===== src/rtl/nanov_store_periph.sv =====
// Store-side peripheral for nanoV_cpu: captures store address/data from the CPU's serial
// data bus and performs memory-mapped writes to a GPIO register and a FIFO-fed UART TX.
module nanov_store_periph #(
    parameter logic [7:0] PERIPH_PAGE  = 8'h10,
    parameter logic [7:0] GPIO_OFFSET  = 8'h00,
    parameter logic [7:0] UART_OFFSET  = 8'h04,
    parameter int         GPIO_WIDTH   = 8,
    parameter int         CLKS_PER_BIT = 16,
    parameter int         FIFO_DEPTH   = 4
) (
    input  logic                  clk,
    input  logic                  rst,
    input  logic [31:0]           cpu_data,
    input  logic                  cpu_store_addr,
    input  logic                  cpu_store_data,
    output logic [GPIO_WIDTH-1:0] gpio_out,
    output logic                  uart_tx,
    output logic                  uart_busy,
    output logic                  uart_overflow
);
    localparam int PTR_W = $clog2(FIFO_DEPTH);
    localparam int DIV_W = $clog2(CLKS_PER_BIT);

    localparam logic [1:0] S_IDLE  = 2'd0;
    localparam logic [1:0] S_START = 2'd1;
    localparam logic [1:0] S_DATA  = 2'd2;
    localparam logic [1:0] S_STOP  = 2'd3;

    logic [31:0]           addr_q, addr_d;
    logic                  addr_pending_q, addr_pending_d;
    logic [GPIO_WIDTH-1:0] gpio_q, gpio_d;
    logic [7:0]            mem_q [FIFO_DEPTH];
    logic [7:0]            mem_d [FIFO_DEPTH];
    logic [PTR_W:0]        wr_ptr_q, wr_ptr_d;
    logic [PTR_W:0]        rd_ptr_q, rd_ptr_d;
    logic                  overflow_q, overflow_d;
    logic [1:0]            state_q, state_d;
    logic [DIV_W-1:0]      div_q, div_d;
    logic [2:0]            bit_cnt_q, bit_cnt_d;
    logic [7:0]            shift_q, shift_d;
    logic                  tx_q, tx_d;
    logic                  busy_q, busy_d;

    logic [31:0] wdata;
    logic        do_write, page_hit, gpio_hit, uart_hit;
    logic        fifo_empty, fifo_full, pop, push_ok, div_last;

    // The CPU shifts store data out LSB-last, so the bus word arrives bit-reversed.
    always_comb begin
        wdata = '0;
        for (int i = 0; i < 32; i++) begin
            wdata[i] = cpu_data[31-i];
        end
    end

    // Offsets compare only addr[7:2]; addr[23:8] and addr[1:0] alias across the page.
    always_comb begin
        do_write = cpu_store_data & addr_pending_q;
        page_hit = (addr_q[31:24] == PERIPH_PAGE);
        gpio_hit = do_write & page_hit & (addr_q[7:2] == GPIO_OFFSET[7:2]);
        uart_hit = do_write & page_hit & (addr_q[7:2] == UART_OFFSET[7:2]);
    end

    always_comb begin
        addr_d         = addr_q;
        addr_pending_d = addr_pending_q;
        gpio_d         = gpio_q;
        if (do_write) begin
            addr_pending_d = 1'b0;
        end
        if (cpu_store_addr) begin
            addr_d         = cpu_data;
            addr_pending_d = 1'b1;
        end
        if (gpio_hit) begin
            gpio_d = wdata[GPIO_WIDTH-1:0];
        end
    end

    always_comb begin
        fifo_empty = (wr_ptr_q == rd_ptr_q);
        fifo_full  = (wr_ptr_q[PTR_W] != rd_ptr_q[PTR_W]) &&
                     (wr_ptr_q[PTR_W-1:0] == rd_ptr_q[PTR_W-1:0]);
        div_last   = (div_q == DIV_W'(CLKS_PER_BIT - 1));
    end

    always_comb begin
        state_d   = state_q;
        div_d     = div_q;
        bit_cnt_d = bit_cnt_q;
        shift_d   = shift_q;
        pop       = 1'b0;
        case (state_q)
            S_IDLE: begin
                if (!fifo_empty) begin
                    pop     = 1'b1;
                    shift_d = mem_q[rd_ptr_q[PTR_W-1:0]];
                    div_d   = '0;
                    state_d = S_START;
                end
            end
            S_START: begin
                if (div_last) begin
                    div_d     = '0;
                    bit_cnt_d = '0;
                    state_d   = S_DATA;
                end else begin
                    div_d = div_q + 1'b1;
                end
            end
            S_DATA: begin
                if (div_last) begin
                    div_d   = '0;
                    shift_d = shift_q >> 1;
                    if (bit_cnt_q == 3'd7) begin
                        state_d = S_STOP;
                    end else begin
                        bit_cnt_d = bit_cnt_q + 1'b1;
                    end
                end else begin
                    div_d = div_q + 1'b1;
                end
            end
            S_STOP: begin
                if (div_last) begin
                    div_d = '0;
                    if (!fifo_empty) begin
                        pop     = 1'b1;
                        shift_d = mem_q[rd_ptr_q[PTR_W-1:0]];
                        state_d = S_START;
                    end else begin
                        state_d = S_IDLE;
                    end
                end else begin
                    div_d = div_q + 1'b1;
                end
            end
            default: state_d = S_IDLE;
        endcase
    end

    // A pop in the same cycle frees the slot, so a push into a full FIFO still lands.
    always_comb begin
        mem_d      = mem_q;
        push_ok    = uart_hit & (~fifo_full | pop);
        overflow_d = overflow_q | (uart_hit & fifo_full & ~pop);
        if (push_ok) begin
            mem_d[wr_ptr_q[PTR_W-1:0]] = wdata[7:0];
        end
        wr_ptr_d = wr_ptr_q + (PTR_W+1)'(push_ok);
        rd_ptr_d = rd_ptr_q + (PTR_W+1)'(pop);
    end

    // Line level and busy are derived from next-state values so both are registered.
    always_comb begin
        case (state_d)
            S_START: tx_d = 1'b0;
            S_DATA:  tx_d = shift_d[0];
            default: tx_d = 1'b1;
        endcase
        busy_d = (wr_ptr_d != rd_ptr_d) | (state_d != S_IDLE);
    end

    always_ff @(posedge clk) begin
        if (rst) begin
            addr_q         <= '0;
            addr_pending_q <= 1'b0;
            gpio_q         <= '0;
            wr_ptr_q       <= '0;
            rd_ptr_q       <= '0;
            overflow_q     <= 1'b0;
            state_q        <= S_IDLE;
            div_q          <= '0;
            bit_cnt_q      <= '0;
            shift_q        <= '0;
            tx_q           <= 1'b1;
            busy_q         <= 1'b0;
        end else begin
            addr_q         <= addr_d;
            addr_pending_q <= addr_pending_d;
            gpio_q         <= gpio_d;
            wr_ptr_q       <= wr_ptr_d;
            rd_ptr_q       <= rd_ptr_d;
            overflow_q     <= overflow_d;
            state_q        <= state_d;
            div_q          <= div_d;
            bit_cnt_q      <= bit_cnt_d;
            shift_q        <= shift_d;
            tx_q           <= tx_d;
            busy_q         <= busy_d;
        end
    end

    always_ff @(posedge clk) begin
        mem_q <= mem_d;
    end

    assign gpio_out      = gpio_q;
    assign uart_tx       = tx_q;
    assign uart_busy     = busy_q;
    assign uart_overflow = overflow_q;
endmodule


===== config.mk =====
export PLATFORM = sky130hd
export DESIGN_NAME = nanov_store_periph
export DESIGN_NICKNAME = d
export VERILOG_FILES = /design/src/rtl/nanov_store_periph.sv
export SDC_FILE = /design/constraint.sdc
export NUM_CORES = 1
export LEC_CHECK = 0
export ABC_CLOCK_PERIOD_IN_PS = 3400
export BUFFER_PORTS_ARGS = -buffer_cell sky130_fd_sc_hd__buf_2
export CORE_ASPECT_RATIO = 1.75
export CORE_MARGIN = 2
export CORE_UTILIZATION = 55
export DETAILED_ROUTE_END_ITERATION = 10
export GPL_ROUTABILITY_DRIVEN = 1
export GPL_TIMING_DRIVEN = 1
export MAX_ROUTING_LAYER = met4
export PLACE_DENSITY = 0.83
export RECOVER_POWER = 100
export SLEW_MARGIN = 20
export SYNTH_ARGS = -nofsm -noshare
export SYNTH_HDL_FRONTEND = slang
export SYNTH_SLANG_ARGS = --single-unit

===== constraint.sdc =====
create_clock -name clk -period 3.4 [get_ports clk]
set_input_delay 0.17 -clock clk [delete_from_list [all_inputs] [get_ports clk]]
set_output_delay 0.17 -clock clk [all_outputs]
set_load 0.005 [all_outputs]

==> run summary <==
core area -> 6133 um^2
dpl hpwl -> 4.589 mm
placed insts -> 387
Placement Setup Slack -> 0.3805 ns
Nets -> 367
Via Count -> 2259
routability cong. -> 0.8355
Worst IR Drop VDD -> 0.5159 mV
post-synthesis register bit count -> 81
Cell Pwr Density -> 584.7 nW/um^2
# Max-Cap Violations -> 0
synthesized area per cell -> 12.01 um^2
Layout Area Growth over Synthesis -> 10.52%
wire per inst -> 15.75 um
critical path launch point type -> flop
Hold-fix buffers, CTS -> 0
DIE AREA -> 6965 um^2
H-tree Lvls -> 3
post-synthesis cell count -> 288
first-pass GRT wire length -> 10.65 mm
Clock Latency Late Sink -> 0.35 ns
Rows -> 38
RSZ-0062 raised after global routing -> no
synthesized cell area -> 3460 um^2
Mapped Nets -> 337
CTS buffer count -> 9
CP required -> 3.59 ns
post-synthesis sequential area ratio -> 56.13%
DRT iter0 DRCs -> 147
Root Driver -> clkbuf_8
asr flop ratio synth -> 0%
Setup Viol. Count Final -> 0
EDFF count, synth -> 32
Max stage delay on crit path -> 0.46 ns
Synth Flop Type -> dfxtp_1
dominant cell type by area after synthesis -> dfxtp_1
Port-buffer cells -> 28
Worst path slowest cell -> dfxtp_1
post-synth top area share -> 28.35%
Synth top cells by count -> 49 x dfxtp_1, 42 x nor2_1, 32 x edfxtp_1
Top Ports -> 47
Crit path arrival time -> 3.15 ns
Post-CTS Setup Bufs -> 0
Starting Density -> 56.41%
worst clock skew -> 0.007627 ns
Clock transition at path regs -> 0.08 ns
Slew Viols, Final -> 0
Ys Warns -> 0
final std cells w/o fill -> 403
worst setup margin -> 0.4393 ns
final hold violations -> 0
cell with the most instances after synthesis -> dfxtp_1
vias per cell -> 5.605
Core Util, Final -> 62.34%
post-CTS sizing -> 0
cell mode on critical path -> ha_1
Min Hold Slack -> 0.05773 ns
P_leak -> 1.407 nW
share of cells above drive strength 1 -> 13.93%
clock sink count -> 81
Die H -> 108.9 um
GRT Total Usage -> 20.88%
GRT overflow -> 0
Final ANT Viol Nets -> 0
Setup TNS -> 0 ns
antenna fix cells -> 0
run status -> finished, final reports clean
CTS tree -> built
Clock Tree Buf Depth -> 2
largest net degree at the start of global routing -> 47
CP Max Fanout -> 14
Max Fclk -> 0.3378 GHz
final critical-path required period -> 2.961 ns
crit end category -> flop
DRC -> 0
Die W -> 63.95 um
relative slew slack -> 20.17%
dominant cells by area after synthesis -> dfxtp_1 28%, edfxtp_1 28%, mux2i_1 8.4%, ha_1 4.7%, mux4_2 4.6%
worst setup path class -> reg -> reg
initial antenna violation count -> 0
crit share post-route -> 87.08%
measured slew at the worst slew-check pin -> 1.188 ns
distinct cell type count after synthesis -> 50
total wire length -> 6.349 mm
first-pass iteration count of the detailed router -> 4
Hold/Removal Path Class -> in -> reg
vias in the first global route -> 2296
sequence of cells on the critical path -> inv_1 -> ha_1 -> a41oi_1 -> nor2_1 -> nor3_1 -> nand2b_1 -> inv_1 -> ha_1 -> ha_1 -> xnor2_1 -> xnor2_1 -> a41oi_1
routing by layer:
metal  wire (um)  track usage, %  part of all wire [%]
met5           0               -                     0
met3         156           3.302                   2.5
met2        3668           38.62                    58
met1        2364           20.29                    37
met4         159           11.65                   2.5
critical path: cells and delay by family (launching register included):
| family | cells | cell delay, ns |
|---|---|---|
| AO/OA/AOI/OAI | 2 | 0.45 |
| XOR/XNOR | 2 | 0.42 |
| adder cells (fa/ha/maj) | 3 | 0.74 |
| buffers and inverters | 2 | 0.17 |
| flip-flops | 1 | 0.46 |
| AND/OR/NAND/NOR | 3 | 0.54 |
report_power, final:
group | internal [mW] | total (mW) | switching [mW] | leakage [nW]
combinational | 0.194 | 0.454 | 0.259 | 0.629
sequential | 1.06 | 1.10 | 0.0389 | 0.685
clock | 0.342 | 0.685 | 0.343 | 0.0929
total | 1.59 | 2.24 | 0.641 | 1.41
path summary, 6_finish.rpt:
kind	slack, ns	from	depth (start not counted)	endpoint
min	0.06	cpu_data[3]	3	addr_q[3]$_SDFFE_PP0P_
max	0.44	state_q[0]$_SDFF_PP0_	12	uart_busy$_SDFF_PP0_
min reg2reg	0.47	bit_cnt_q[1]$_SDFFE_PP0P_	2	bit_cnt_q[1]$_SDFFE_PP0P_
max reg2reg	0.44	state_q[0]$_SDFF_PP0_	12	uart_busy$_SDFF_PP0_
registers in the layout (all words and copies together) (netlist names):
signal          flops
addr_pending_q      1
addr_q             14
bit_cnt_q           3
div_q               4
gpio_out            8
mem_q              32
rd_ptr_q            3
shift_q             8
state_q             2
uart_busy           1
uart_overflow       1
uart_tx             1
wr_ptr_q            3
placed cells by master, fill, tap and decap left out, types with 2 or more instances in the layout:
master / instances
edfxtp_1: 32
a311oi_1: 2
nor3_1: 4
buf_2: 17
and3_1: 4
mux2i_1: 29
nand3_1: 3
ha_1: 13
nor2b_1: 5
nor3b_1: 3
a21oi_1: 14
nor4b_1: 3
inv_1: 8
dfxtp_1: 49
nand4_1: 5
clkbuf_8: 9
mux4_2: 7
nand2b_1: 2
a22oi_1: 6
nor2_1: 43
xnor2_1: 7
clkinvlp_4: 2
a41oi_1: 2
nand2_1: 7
clkbuf_1: 15
o21ai_0: 9
logic make-up after synthesis:
kind of cell               share of synthesized area (%)
AOI/OAI and AO/OA                                  7.776
xor gates and xnor gates                           2.496
adders and majority gates                          4.702
buffers and inverters                              2.640
DFF                                                56.13
muxes                                              14.03
and+or+nand+nor                                    12.23
final cells by class:
| type | count | area [um^2] |
|---|---|---|
| tap | 80 | 100.1 |
| timing repair buffer | 32 | 145.1 |
| multi-input combinational | 186 | 1411 |
| clock inverter | 6 | 67.56 |
| fill | 481 | 2310 |
| sequential | 81 | 1942 |
| clock buffer | 10 | 127.6 |
| inverter | 8 | 30.03 |
metrics by stage:
step / power [mW] / cell area (um^2)
global placement: 1.565 / 3669
global route: 2.345 / 3824
CTS: 2.263 / 3869
detailed placement: 1.584 / 3674
floorplan: 1.475 / 3460
finish: 2.236 / 3824
No activity file was read; power rests on OpenSTA's default activity.
